**src/rtl/cm_dcnt.sv**
```systemverilog
// cm_dcnt: loaded down-counter with repeat loop.
// A start pulse in IDLE loads a trip count (beats per pass) and a repeat
// count (passes). Each valid beat in RUN decrements O_cnt; when a pass ends
// the counter reloads from the latched trip count without a bubble. After
// the final beat the block spends one cycle in DONE pulsing O_done.
module cm_dcnt #(
   parameter int C_WIDTH     = 8,
   parameter int C_RPT_WIDTH = 8
) (
   input  logic                   I_clk,
   input  logic                   I_rst_n,
   input  logic                   I_start,
   input  logic                   I_cnt_valid,
   input  logic [C_WIDTH-1:0]     I_cnt_upper,
   input  logic [C_RPT_WIDTH-1:0] I_rpt_num,
   output logic                   O_busy,
   output logic [C_WIDTH-1:0]     O_cnt,
   output logic [C_RPT_WIDTH-1:0] O_rpt,
   output logic                   O_zero_flag,
   output logic                   O_last,
   output logic                   O_done
);

   localparam logic [C_WIDTH-1:0]     ZERO_CNT = {C_WIDTH{1'b0}};
   localparam logic [C_WIDTH-1:0]     ONE_CNT  = C_WIDTH'(1);
   localparam logic [C_RPT_WIDTH-1:0] ZERO_RPT = {C_RPT_WIDTH{1'b0}};
   localparam logic [C_RPT_WIDTH-1:0] ONE_RPT  = C_RPT_WIDTH'(1);

   typedef enum logic [1:0] {
      ST_IDLE = 2'd0,
      ST_RUN  = 2'd1,
      ST_DONE = 2'd2
   } state_t;

   state_t                   state_r;
   logic [C_WIDTH-1:0]       upper_r;
   logic [C_WIDTH-1:0]       cnt_r;
   logic [C_RPT_WIDTH-1:0]   rpt_r;
   logic                     busy_r;
   logic                     done_r;
   logic                     zero_flag_s;
   logic                     last_s;

   // Control FSM: load on start, count down per valid beat, reload per pass, pulse done.
   always_ff @(posedge I_clk) begin
      if (!I_rst_n) begin
         state_r <= ST_IDLE;
         upper_r <= ZERO_CNT;
         cnt_r   <= ZERO_CNT;
         rpt_r   <= ZERO_RPT;
         busy_r  <= 1'b0;
         done_r  <= 1'b0;
      end else begin
         case (state_r)
            ST_IDLE: begin
               done_r <= 1'b0;
               busy_r <= 1'b0;
               if (I_start) begin
                  upper_r <= I_cnt_upper;
                  if ((I_cnt_upper == ZERO_CNT) || (I_rpt_num == ZERO_RPT)) begin
                     // Zero-length run: nothing to count, report completion next cycle.
                     cnt_r   <= ZERO_CNT;
                     rpt_r   <= ZERO_RPT;
                     done_r  <= 1'b1;
                     state_r <= ST_DONE;
                  end else begin
                     cnt_r   <= I_cnt_upper - ONE_CNT;
                     rpt_r   <= I_rpt_num - ONE_RPT;
                     busy_r  <= 1'b1;
                     state_r <= ST_RUN;
                  end
               end else begin
                  state_r <= ST_IDLE;
               end
            end
            ST_RUN: begin
               if (I_cnt_valid) begin
                  if (cnt_r != ZERO_CNT) begin
                     cnt_r <= cnt_r - ONE_CNT;
                  end else if (rpt_r != ZERO_RPT) begin
                     // End of a pass with passes remaining: seamless reload.
                     cnt_r <= upper_r - ONE_CNT;
                     rpt_r <= rpt_r - ONE_RPT;
                  end else begin
                     cnt_r   <= ZERO_CNT;
                     rpt_r   <= ZERO_RPT;
                     busy_r  <= 1'b0;
                     done_r  <= 1'b1;
                     state_r <= ST_DONE;
                  end
               end else begin
                  state_r <= ST_RUN;
               end
            end
            ST_DONE: begin
               done_r  <= 1'b0;
               busy_r  <= 1'b0;
               state_r <= ST_IDLE;
            end
            default: begin
               state_r <= ST_IDLE;
               cnt_r   <= ZERO_CNT;
               rpt_r   <= ZERO_RPT;
               busy_r  <= 1'b0;
               done_r  <= 1'b0;
            end
         endcase
      end
   end

   // End-of-pass and end-of-run flags decoded from registered state only.
   always_comb begin
      zero_flag_s = busy_r && (cnt_r == ZERO_CNT);
      last_s      = zero_flag_s && (rpt_r == ZERO_RPT);
   end

   assign O_busy      = busy_r;
   assign O_cnt       = cnt_r;
   assign O_rpt       = rpt_r;
   assign O_done      = done_r;
   assign O_zero_flag = zero_flag_s;
   assign O_last      = last_s;

endmodule

```
**config.mk**
```make
export PLATFORM = sky130hd
export DESIGN_NAME = cm_dcnt
export DESIGN_NICKNAME = d
export VERILOG_FILES = /design/src/rtl/cm_dcnt.sv
export SDC_FILE = /design/constraint.sdc
export NUM_CORES = 1
export LEC_CHECK = 0
export CORE_MARGIN = 8
export CORE_UTILIZATION = 45
export DETAILED_ROUTE_END_ITERATION = 8
export PLACE_DENSITY = 0.76
export SKIP_LAST_GASP = 1
export SLEW_MARGIN = 20
export SYNTH_ARGS = -nofsm -noshare
export SYNTH_HDL_FRONTEND = slang
export SYNTH_SLANG_ARGS = --single-unit
export TNS_END_PERCENT = 20
```
**constraint.sdc**
```tcl
create_clock -name I_clk -period 2.1 [get_ports I_clk]
set_input_delay 0.63 -clock I_clk [delete_from_list [all_inputs] [get_ports I_clk]]
set_output_delay 0.63 -clock I_clk [all_outputs]
set_load 0.05 [all_outputs]
```
# == After elaboration in Yosys (flattened, before gate mapping) ==
# Index checks and enable logic that the tools add are counted.
# W data, S select, Z words.
# word_totals
reg_bits,28
latch_bits,0
ram_bits,0
mem_bits_ro,0
out_inout_bits,20
wordCells,65
mem_count,0
# op_classes
n_addsub,5
multipliers,0
div,0
order_cmp,0
eq_ne,8
shifts,0
n_mux,30
bitwise_logic,1
n_reduce_logical,15
# op_table
operator,count
$mux W8,10
$pmux W8 S3,2
$sub A8 B1 Y8 const B,5
$logic_not A8 Y1,4
$reduce_bool A8 Y1,2
$mux W1,10
$mux W2,5
$ne A2 B2 Y1 const B,4
$ne A3 B3 Y1 const B,2
$reduce_and A3 Y1,2
$pmux W1 S2,2
$pmux W2 S2,1
$reduce_and A2 Y1,2
$reduce_and A4 Y1,1
$eq A2 B1 Y1 const B,1
$eq A2 B2 Y1 const B,1
$logic_and A1 B1 Y1,2
$logic_not A2 Y1,1
$logic_or A1 B1 Y1,1
$not A1 Y1,1

# == Longest topological paths before layout ==
# Gate-level depths: netlist of the first run.
# logic_depth
depth_word,5
ltp_mapped,7
ltp_nobuf,7

# == Worst setup path after synthesis of the first run ==
# Ideal clock, no wire load.
# synth_path
kind,flip-flop to output port
start,"register rpt_r[0], in the netlist O_rpt[0]"
end,output O_last
arrival_ns,1.863
t_required_ns,1.470
slack_ns,-0.393
path_stages_with_launch,6
path_buffers,0
path_cell_list,dfxtp_1 inv_1 ha_1 nor3b_1 and2_1 and3_1
# synth_via
elab_chain_cells,2
# synth_rtl
item,line_no,source
start: declaration,38,logic [C_RPT_WIDTH-1:0] rpt_r;
start signal: assignment,68,rpt_r <= I_rpt_num - ONE_RPT;
start signal: assignment,83,rpt_r <= rpt_r - ONE_RPT;
$logic_not A8 Y1,114,last_s = zero_flag_s && (rpt_r == ZERO_RPT);
$logic_and A1 B1 Y1,114,
end: declaration,20,"output logic O_last,"
# Every way passes these cells.

# == Worst setup path after layout of the first run ==
# layout_path
start,"register rpt_r[1], in the netlist O_rpt[1]"
end,output O_last
# The elaborated chain is that of the path after synthesis.

==> results of run 1 <==
## worst max-delay path, stage by stage, from the launching register on
cell,delay (ns)
dfxtp_2,0.35
inv_2,0.07
ha_4,0.13
nor3b_4,0.21
and2_4,0.19
and3_4,0.20
buf_12,0.13
## metal layers
metal / track usage / vias up
met5: 0 / -
met4: 0.05862 / 0
met3: 0.02165 / 7
met2: 0.2780 / 64
met1: 0.2435 / 985
li1: - / 1045
## how the worst max path moves through the flow
stage / from / endpoint / cells after the start
final: O_rpt[1]$_SDFFE_PN0P_ / O_last / 6
after global placement: I_rpt_num[2] / O_cnt[4]$_SDFFE_PN0P_ / 8
after detailed placement: I_rpt_num[2] / O_rpt[6]$_SDFFE_PN0P_ / 8
after CTS: O_rpt[1]$_SDFFE_PN0P_ / O_last / 6
after global routing: O_rpt[1]$_SDFFE_PN0P_ / O_last / 6
after floorplan: O_cnt[5]$_SDFFE_PN0P_ / O_last / 4
## kinds of logic after synthesis
group / Yosys count / synth area share
flip-flops: 28 / 0.2805
XOR/XNOR: 22 / 0.09643
multiplexers: 10 / 0.05010
AO/OA/AOI/OAI: 61 / 0.2336
adder cells (fa/ha/maj): 8 / 0.05010
AND/OR/NAND/NOR: 87 / 0.2498
buffers and inverters: 19 / 0.03945
## sequential cells by signal, summed over array words and instances (netlist names)
register / flops
state_r: 2
O_cnt: 8
upper_r: 8
O_busy: 1
O_done: 1
O_rpt: 8
## layout make-up
class	instances	area, um2	share of cell area
clock buffer	3	41.29	0.01395
clock inverter	1	3.754	0.001268
inverter	12	45.04	0.01522
multi-input combinational	188	1430	0.4833
sequential	28	580.6	0.1962
tap	52	65.06	0.02199
timing repair buffer	91	793.3	0.2681
## timing repair
action,CTS,global route
setup buffers,7,1
resized for setup,11,6
pin swaps,4,1
hold endpoints to repair,0,0
setup endpoints to repair,16,18
## through the flow
stage	worst slack [ns]	hold slack [ns]
6_report	-0.09184	0.5099
3_5_place_dp	-0.3612	0.4873
4_1_cts	-0.07362	0.5104
2_1_floorplan	-0.01702	0.4976
5_1_grt	-0.1412	0.5270
3_3_place_gp	-0.2968	0.4911
## synthesized netlist by cell type, drive strengths merged (4+ instances only)
cell,count,area share
o221a,4,0.023
xnor2,10,0.044
nor2b,7,0.022
mux2i,10,0.050
clkbuf,5,0.0094
and2,7,0.023
nor3b,5,0.019
nand2,15,0.028
o22ai,10,0.031
dfxtp,28,0.28
inv,12,0.023
nor3,12,0.036
o21ai,14,0.035
nor4,4,0.020
ha,8,0.050
a31oi,5,0.023
nand4,4,0.013
nand3,5,0.013
a21oi,6,0.015
a22o,8,0.039
xor2,12,0.053
nor2,15,0.028
## power by group
part           total [W]  switching, W  internal, W
logic            0.00117      0.000617     0.000553
clock network   0.000310      0.000178     0.000132
registers       0.000669     0.0000758     0.000593
total            0.00215      0.000870      0.00128
==> impl_metrics.toml, run 1 <==
[setup_path]
arrival_ns = 1.56
crit_path_start_kind = "flip-flop"
cp.required_ns = 1.47
reg2reg_slack_ns = 0.20
endpoint_kind = "output port"
rr_startpoint = "O_cnt[2]$_SDFFE_PN0P_"
rr_endpoint = "O_cnt[3]$_SDFFE_PN0P_"
worstSetupPathType = "reg -> out"
cp_max_fo = 2
r2r_cells = 5

[floorplanning]
core_um2 = 4324
start_util = 0.4621
die_h_um = 82.64
io_pins = 40
dieWidth_um = 82.64
die_area_um2 = 6829
row_count = 24

[grt]
track_usage = 0.1768
grt_overflow_total = 0
antenna_found_initial = 0
grt_pass1_wl_um = 9570
grt_max_degree = 21
grt_pass1_vias = 1988

[min_path]
min-delay-start = "O_done$_SDFFE_PN0P_"
holdPathStages = 2
hold_path.class = "reg -> reg"
min_to = "O_done$_SDFFE_PN0P_"

[clock_tree]
cts_hold_buf = 0
cts_tree = "yes"
numCtsBuffers = 3
insertion_delay_ns = 0.28
clk_pin_slew_ns = 0.10
clkSinkCount = 28
clock_path_buffers = 2
clockRootBuffer = "clkbuf_8"
cts_max_level = 1

[placed_design]
port_buffers = 39
post_dp_cell_area_um2 = 2786
dp_cells = 363
hpwl_um = 4475
gp_congestion = 0.8983

[drt]
drc = 0
post_drt_via_cell_ratio = 5.603
drt_wl_total_um = 5950
wl_per_cell_um = 15.87
ant_nets = 0
wl_met2_um = 2693
routed-via-count = 2101
m1WireLength_um = 2836
firstDrtPassIters = 4
drt_iter0_drc = 202
top_layer = "met4"
wl_met3_um = 322

[finish]
final_nets = 352
drive_above_1_share = 0.3715
syn2layout_area_growth_pct = 48.09
final_cell_mix = "66 x buf_4, 18 x dfxtp_1, 17 x clkdlybuf4s50_1"
final_common_cell = "buf_4"
layout.cells.non_filler = 375
n_antenna_cell = 0
design_area_um2 = 2959
n_fill_cell = 341
final_util = 0.6843

[synthesis]
synth_area_um2 = 1998
synth-seq-cells = 28
synth_edf_count = 0
netlist_instances = 235
avgSynthCellArea_um2 = 8.503
synth.distinct_cells = 48
async_reset_ff_frac = 0
ys_seq_area_frac = 0.2805
yosys_warnings = 0
ys.flop_type = "dfxtp_1"
synth_fp_nets = 263

[power_and_ir_drop]
p_leak_nw = 1.322
p_per_area_nw_per_um2 = 726.1
totalPowerFinal_w = 0.002149
peakVddDrop_uv = 341.3

[timing]
tns_ns = -0.09284
clock_skew_ns = 0.002330
fin_crit_ns = 2.192
worst_slew_pin_slew_ns = 0.5292
rsz0062_at_grt = "yes"
slew_violations = 0
setup_viol_count_final = 2
setup_slack_ns = -0.09184
clock.fmax_mhz = 456.2
slew_headroom = 0.6445
period_share = 1.044
hold_viol = 0

[outcome]
status = "finished with violations"
violations = "setup timing"

[run]
cap_violations = 0
Power figures use the tool's default switching activity.
==> inputs of run 2 (changes only) <==
Settings changed: CTS_CLUSTER_SIZE set to 10, DONT_BUFFER_PORTS set to 1, PLACE_DENSITY 0.76 to 0.64.
==> run 2 against run 1 <==
Net effect:
- the flow still finishes with violations (setup timing)
- clock-buffer cell count increased by 1
- via count decreased by 11%
- first-iteration DRC count decreased by 29%
- clock skew increased by 0.0011 ns
- wire length decreased by 7.7%
- utilization decreased by 13 points
- non-clock buffer count decreased by 56
- critical path type unchanged
- critical endpoint unchanged
==> impl_metrics.toml, run 2 (same netlist as run 1, synthesis figures left out) <==
[finish]
final_cell_mix = "35 x buf_4, 18 x dfxtp_1, 15 x nor2_1, 15 x nand2_1, 13 x o21ai_0"
n_antenna_cell = 0
syn2layout_area_growth_pct = 20.48
design_area_um2 = 2407
n_fill_cell = 427
final_common_cell = "buf_4"
multi_input_area_um2 = 1411
drive_above_1_share = 0.2959
regArea_um2 = 578.1
final_nets = 296

[clock_tree]
clockRootBuffer = "clkbuf_8"
cts_max_level = 1
insertion_delay_ns = 0.28
clk_pin_slew_ns = 0.10
cts_tree = "yes"
numCtsBuffers = 3
clock_path_buffers = 2
clkSinkCount = 28

[setup_path]
cp_max_fo = 3
reg2reg_slack_ns = 0.27
critPathMaxStageDelay_ns = 0.37
cp.required_ns = 1.47
endpoint_kind = "output port"
arrival_ns = 1.49
cpLargestDelayFamily = "simple AND/OR/NAND/NOR gates"
rr_endpoint = "O_rpt[4]$_SDFFE_PN0P_"
r2r_cells = 6
cpMaxStageDelayCell = "dfxtp_4"
cp_common_cell = "and3_4"
rr_startpoint = "O_cnt[5]$_SDFFE_PN0P_"
worstSetupPathType = "reg -> out"
critPathBufInv = 0
crit_path_start_kind = "flip-flop"
path_cells = "nor4_4, and3_4, and3_4"

[timing]
worst_slew_pin_slew_ns = 0.5283
slew_violations = 0
rsz0062_at_grt = "yes"
period_share = 1.011
slew_headroom = 0.6451
fin_crit_ns = 2.124
clock.fmax_mhz = 470.8
setup_viol_count_final = 1
setup_slack_ns = -0.02392
clock_skew_ns = 0.003408
hold_viol = 0

[power_and_ir_drop]
p_int_w = 0.001160
peakVddDrop_uv = 362.5
p_leak_nw = 1.022
p_per_area_nw_per_um2 = 824.6
pwr-share-comb = 0.507
seq_power_share = 0.332
clkPwrFrac = 0.161
p_sw_w = 0.0008253
switching_share = 0.4158

[run]
cap_violations = 0

[grt]
grt_overflow_total = 0
grt_max_degree = 22
antenna_found_initial = 0
track_usage = 0.1651
grt_pass1_wl_um = 8901
grt_pass1_vias = 1780

[min_path]
min_to = "O_cnt[1]$_SDFFE_PN0P_"
holdPathStages = 1
min-delay-start = "I_rst_n"
hold_path.class = "in -> reg"

[placed_design]
port_buffers = 0
hpwl_um = 4308
post_dp_cell_area_um2 = 2321
gp_congestion = 0.8233
dpl_worst_slack_ns = 0.08453

[drt]
wl_per_cell_um = 17.21
firstDrtPassIters = 4
ant_nets = 0
post_drt_via_cell_ratio = 5.831
drt_iter0_drc = 144
routed-via-count = 1860
drc = 0
drt_wl_total_um = 5489

[floorplanning]
die_h_um = 82.64
start_util = 0.4621
die_area_um2 = 6829
dieWidth_um = 82.64
row_count = 24
core_um2 = 4324
io_pins = 40

[outcome]
violations = "setup timing"
status = "finished with violations"
[run 2: changes by cell type in the layout (fill, tap and decap cells not counted), sizes merged]
| cell | before | now |
|---|---|---|
| clkdlybuf4s50 | 17 | 0 |
| clkinv | 1 | 0 |
| dlymetal6s2s | 2 | 0 |
| buf | 72 | 35 |
| clkbuf | 3 | 4 |
[run 2: cell type report]
| cell class | instances | area share |
|---|---|---|
| Timing Repair Buffer | 35 | 0.1091 |
| Multi-Input combinational cell | 188 | 0.5863 |
| Clock buffer | 4 | 0.01871 |
| Tap cell | 52 | 0.02703 |
| Sequential cell | 28 | 0.2401 |
| Inverter | 12 | 0.01871 |
[run 2: how the worst max path moves through the flow]
| stage | from | endpoint | slack [ns] | cells past startpoint |
|---|---|---|---|---|
| after floorplan | O_cnt[5]$_SDFFE_PN0P_ | O_last | -0.02 | 4 |
| after global placement | I_rpt_num[2] | O_rpt[6]$_SDFFE_PN0P_ | 0.11 | 6 |
| after detailed placement | I_rpt_num[2] | O_cnt[7]$_SDFFE_PN0P_ | 0.08 | 6 |
| after CTS | O_cnt[3]$_SDFFE_PN0P_ | O_last | -0.04 | 3 |
| after global routing | O_cnt[5]$_SDFFE_PN0P_ | O_last | -0.06 | 3 |
| final | O_cnt[5]$_SDFFE_PN0P_ | O_last | -0.02 | 3 |
[run 2: metrics by stage]
step	setup TNS [ns]	cells	total power (W)	util	hold slack, ns
global route	-0.07772	319	0.002082	0.5567	0.4576
finish	-0.02392	319	0.001985	0.5567	0.4669
global placement	0	314	0.001618	0.5367	0.5287
floorplan	-0.01702	235	0.001351	-	0.4976
CTS	-0.03874	319	0.001957	0.5524	0.4639
detailed placement	0	314	0.001622	0.5367	0.5243
[run 2: routing by layer]
metal  track usage  up-vias  share of wire
met5             0        -              0
met4       0.04483        0         0.0086
met3       0.04329        5          0.087
met2        0.2467       64           0.43
met1        0.2282      859           0.47
li1              -      932              -
[run 2: power by group through the flow]
stage / sequential [W] / combinational [W] / clock (W)
floorplan: 0.000821 / 0.000530 / 0
global placement: 0.000665 / 0.000952 / 0
detailed placement: 0.000669 / 0.000953 / 0
CTS: 0.000656 / 0.000985 / 0.000315
global route: 0.000669 / 0.00107 / 0.000338
finish: 0.000659 / 0.00101 / 0.000319
[run 2: timing repair]
item,CTS,global route
gates resized for setup,6,2
setup endpoints to repair,2,2
pin swaps,4,3
hold buffers,0,0
setup buffers,1,0
==> inputs of run 3 (changes only) <==
Settings changed: CORE_ASPECT_RATIO set to 0.75, SETUP_SLACK_MARGIN set to 0.3.
==> run 3 against run 2 <==
Net effect:
- the flow still finishes with violations (setup timing)
- global-route usage is 0.88 points higher
- sequential power is 1% higher
- utilization is 0.28 points lower
- register-to-register slack worse by 0.10 ns
- combinational power hardly changed
- cell count is 0.63% lower
- die area is 0.33% higher
- first-iteration DRC count is 6.9% higher
- critical path type unchanged
- critical endpoint unchanged
- largest power group unchanged
==> impl_metrics.toml, run 3 (same netlist as run 1, synthesis figures left out) <==
[outcome]
status = "finished with violations"
violations = "setup timing"

[timing]
rsz0062_at_grt = "yes"
tns_ns = -0.06969
setup_viol_count_final = 2
slew_headroom = 0.6514
finalHoldWorstSlack_ns = 0.4674
hold_viol = 0
slew_violations = 0
fin_crit_ns = 2.154
clock.fmax_mhz = 464.3
clock_skew_ns = 0.007374
worst_slew_pin_slew_ns = 0.5222
setup_slack_ns = -0.05376
period_share = 1.026

[setup_path]
reg2reg_slack_ns = 0.17
endpoint_kind = "output port"
rr_endpoint = "O_cnt[3]$_SDFFE_PN0P_"
cpMaxStageDelayCell = "dfxtp_4"
critPathBufInv = 1
worstSetupPathType = "reg -> out"
cp_max_fo = 7
cpLargestDelayFamily = "simple AND/OR/NAND/NOR gates"
arrival_ns = 1.52
rr_startpoint = "O_cnt[0]$_SDFFE_PN0P_"
critPathMaxStageDelay_ns = 0.43
cp.required_ns = 1.47
r2r_cells = 7
path_cells = "inv_1, ha_1, and3_4, and3_4"
crit_path_start_kind = "flip-flop"
path_depth = 4
cp_common_cell = "and3_4"

[grt]
grt_pass1_wl_um = 9466
grt_overflow_total = 0
track_usage = 0.1739
grt_max_degree = 22
grt_pass1_vias = 1787
antenna_found_initial = 0

[clock_tree]
cts_max_level = 1
clk_pin_slew_ns = 0.10
clkSinkCount = 28
insertion_delay_ns = 0.28
cts_tree = "yes"
cts_hold_buf = 0
clockRootBuffer = "clkbuf_8"
clock_path_buffers = 2
numCtsBuffers = 3

[floorplanning]
dieWidth_um = 92.95
core_um2 = 4362
start_util = 0.4581
io_pins = 40
die_area_um2 = 6851
die_h_um = 73.71
row_count = 21

[drt]
wl_per_cell_um = 18.34
drc = 0
firstDrtPassIters = 4
ant_nets = 0
post_drt_via_cell_ratio = 5.871
drt_iter0_drc = 154
drt_wl_total_um = 5813
routed-via-count = 1861

[power_and_ir_drop]
peakVddDrop_uv = 454.1
p_per_area_nw_per_um2 = 826.9
p_leak_nw = 1.000

[finish]
layout.cells.non_filler = 317
syn2layout_area_growth_pct = 20.91
final_cell_mix = "27 x buf_4, 18 x dfxtp_1, 15 x nor2_1"
n_antenna_cell = 0
final_nets = 289
drive_above_1_share = 0.3077
design_area_um2 = 2416
final_common_cell = "buf_4"
final_util = 0.5539

[placed_design]
port_buffers = 0
hpwl_um = 4463
post_dp_cell_area_um2 = 2318
gp_congestion = 0.8058
dp_cells = 311

[run]
cap_violations = 0

[min_path]
min-delay-start = "I_rst_n"
min_to = "O_cnt[1]$_SDFFE_PN0P_"
hold_path.class = "in -> reg"
holdPathStages = 1
==> run 3: cell type report <==
type                            instances  area (um2)
Clock buffer                            4       45.04
Fill cell                             420        1946
Inverter                               12       45.04
Multi-Input combinational cell        188        1460
Sequential cell                        28       580.6
Tap cell                               57       71.32
Timing Repair Buffer                   28       214.0
==> run 3: worst register-to-register path, stage by stage (launching register included) <==
cell	delay [ns]
dfxtp_4	0.49
inv_1	0.08
ha_1	0.23
and3_4	0.18
buf_4	0.16
or3_1	0.37
o211a_1	0.13
a21oi_1	0.19
==> run 3: layer usage <==
layer,wire length [um],track usage,vias to the layer above,share of wire
met3,512,0.04694,6,0.088
met1,2819,0.2513,874,0.48
met5,0,0,-,0
li1,-,-,913,-
met4,46,0.03381,0,0.0079
met2,2434,0.2474,68,0.42
==> run 3: what timing repair did <==
item / CTS / global route
cloned: 0 / 0
resized for setup: 4 / 8
buffers inserted: 2 / 0
pin swaps: 3 / 5
setup endpoints to repair: 4 / 16
==> run 3: report_power, final <==
part / internal (W) / switching, W / leakage [nW] / total [W]
combinational: 0.000435 / 0.000584 / 0.743 / 0.00102
clock: 0.000136 / 0.000174 / 0.0228 / 0.000310
sequential: 0.000593 / 0.0000748 / 0.235 / 0.000668
total: 0.00116 / 0.000833 / 1.00 / 0.00200
==> run 3: worst max path at each step <==
stage / from / end
3_5_place_dp: I_start / O_rpt[4]$_SDFFE_PN0P_
4_1_cts: O_cnt[5]$_SDFFE_PN0P_ / O_last
3_3_place_gp: I_start / O_rpt[4]$_SDFFE_PN0P_
5_1_grt: O_cnt[3]$_SDFFE_PN0P_ / O_last
2_1_floorplan: O_cnt[5]$_SDFFE_PN0P_ / O_last
6_report: O_cnt[0]$_SDFFE_PN0P_ / O_last
==> run 3: through the flow <==
stage / setup slack [ns] / power, W
floorplan: -0.01122 / 0.001362
global placement: 0.1103 / 0.001609
detailed placement: 0.09175 / 0.001616
CTS: -0.03970 / 0.001963
global route: -0.1218 / 0.002130
finish: -0.05376 / 0.001998
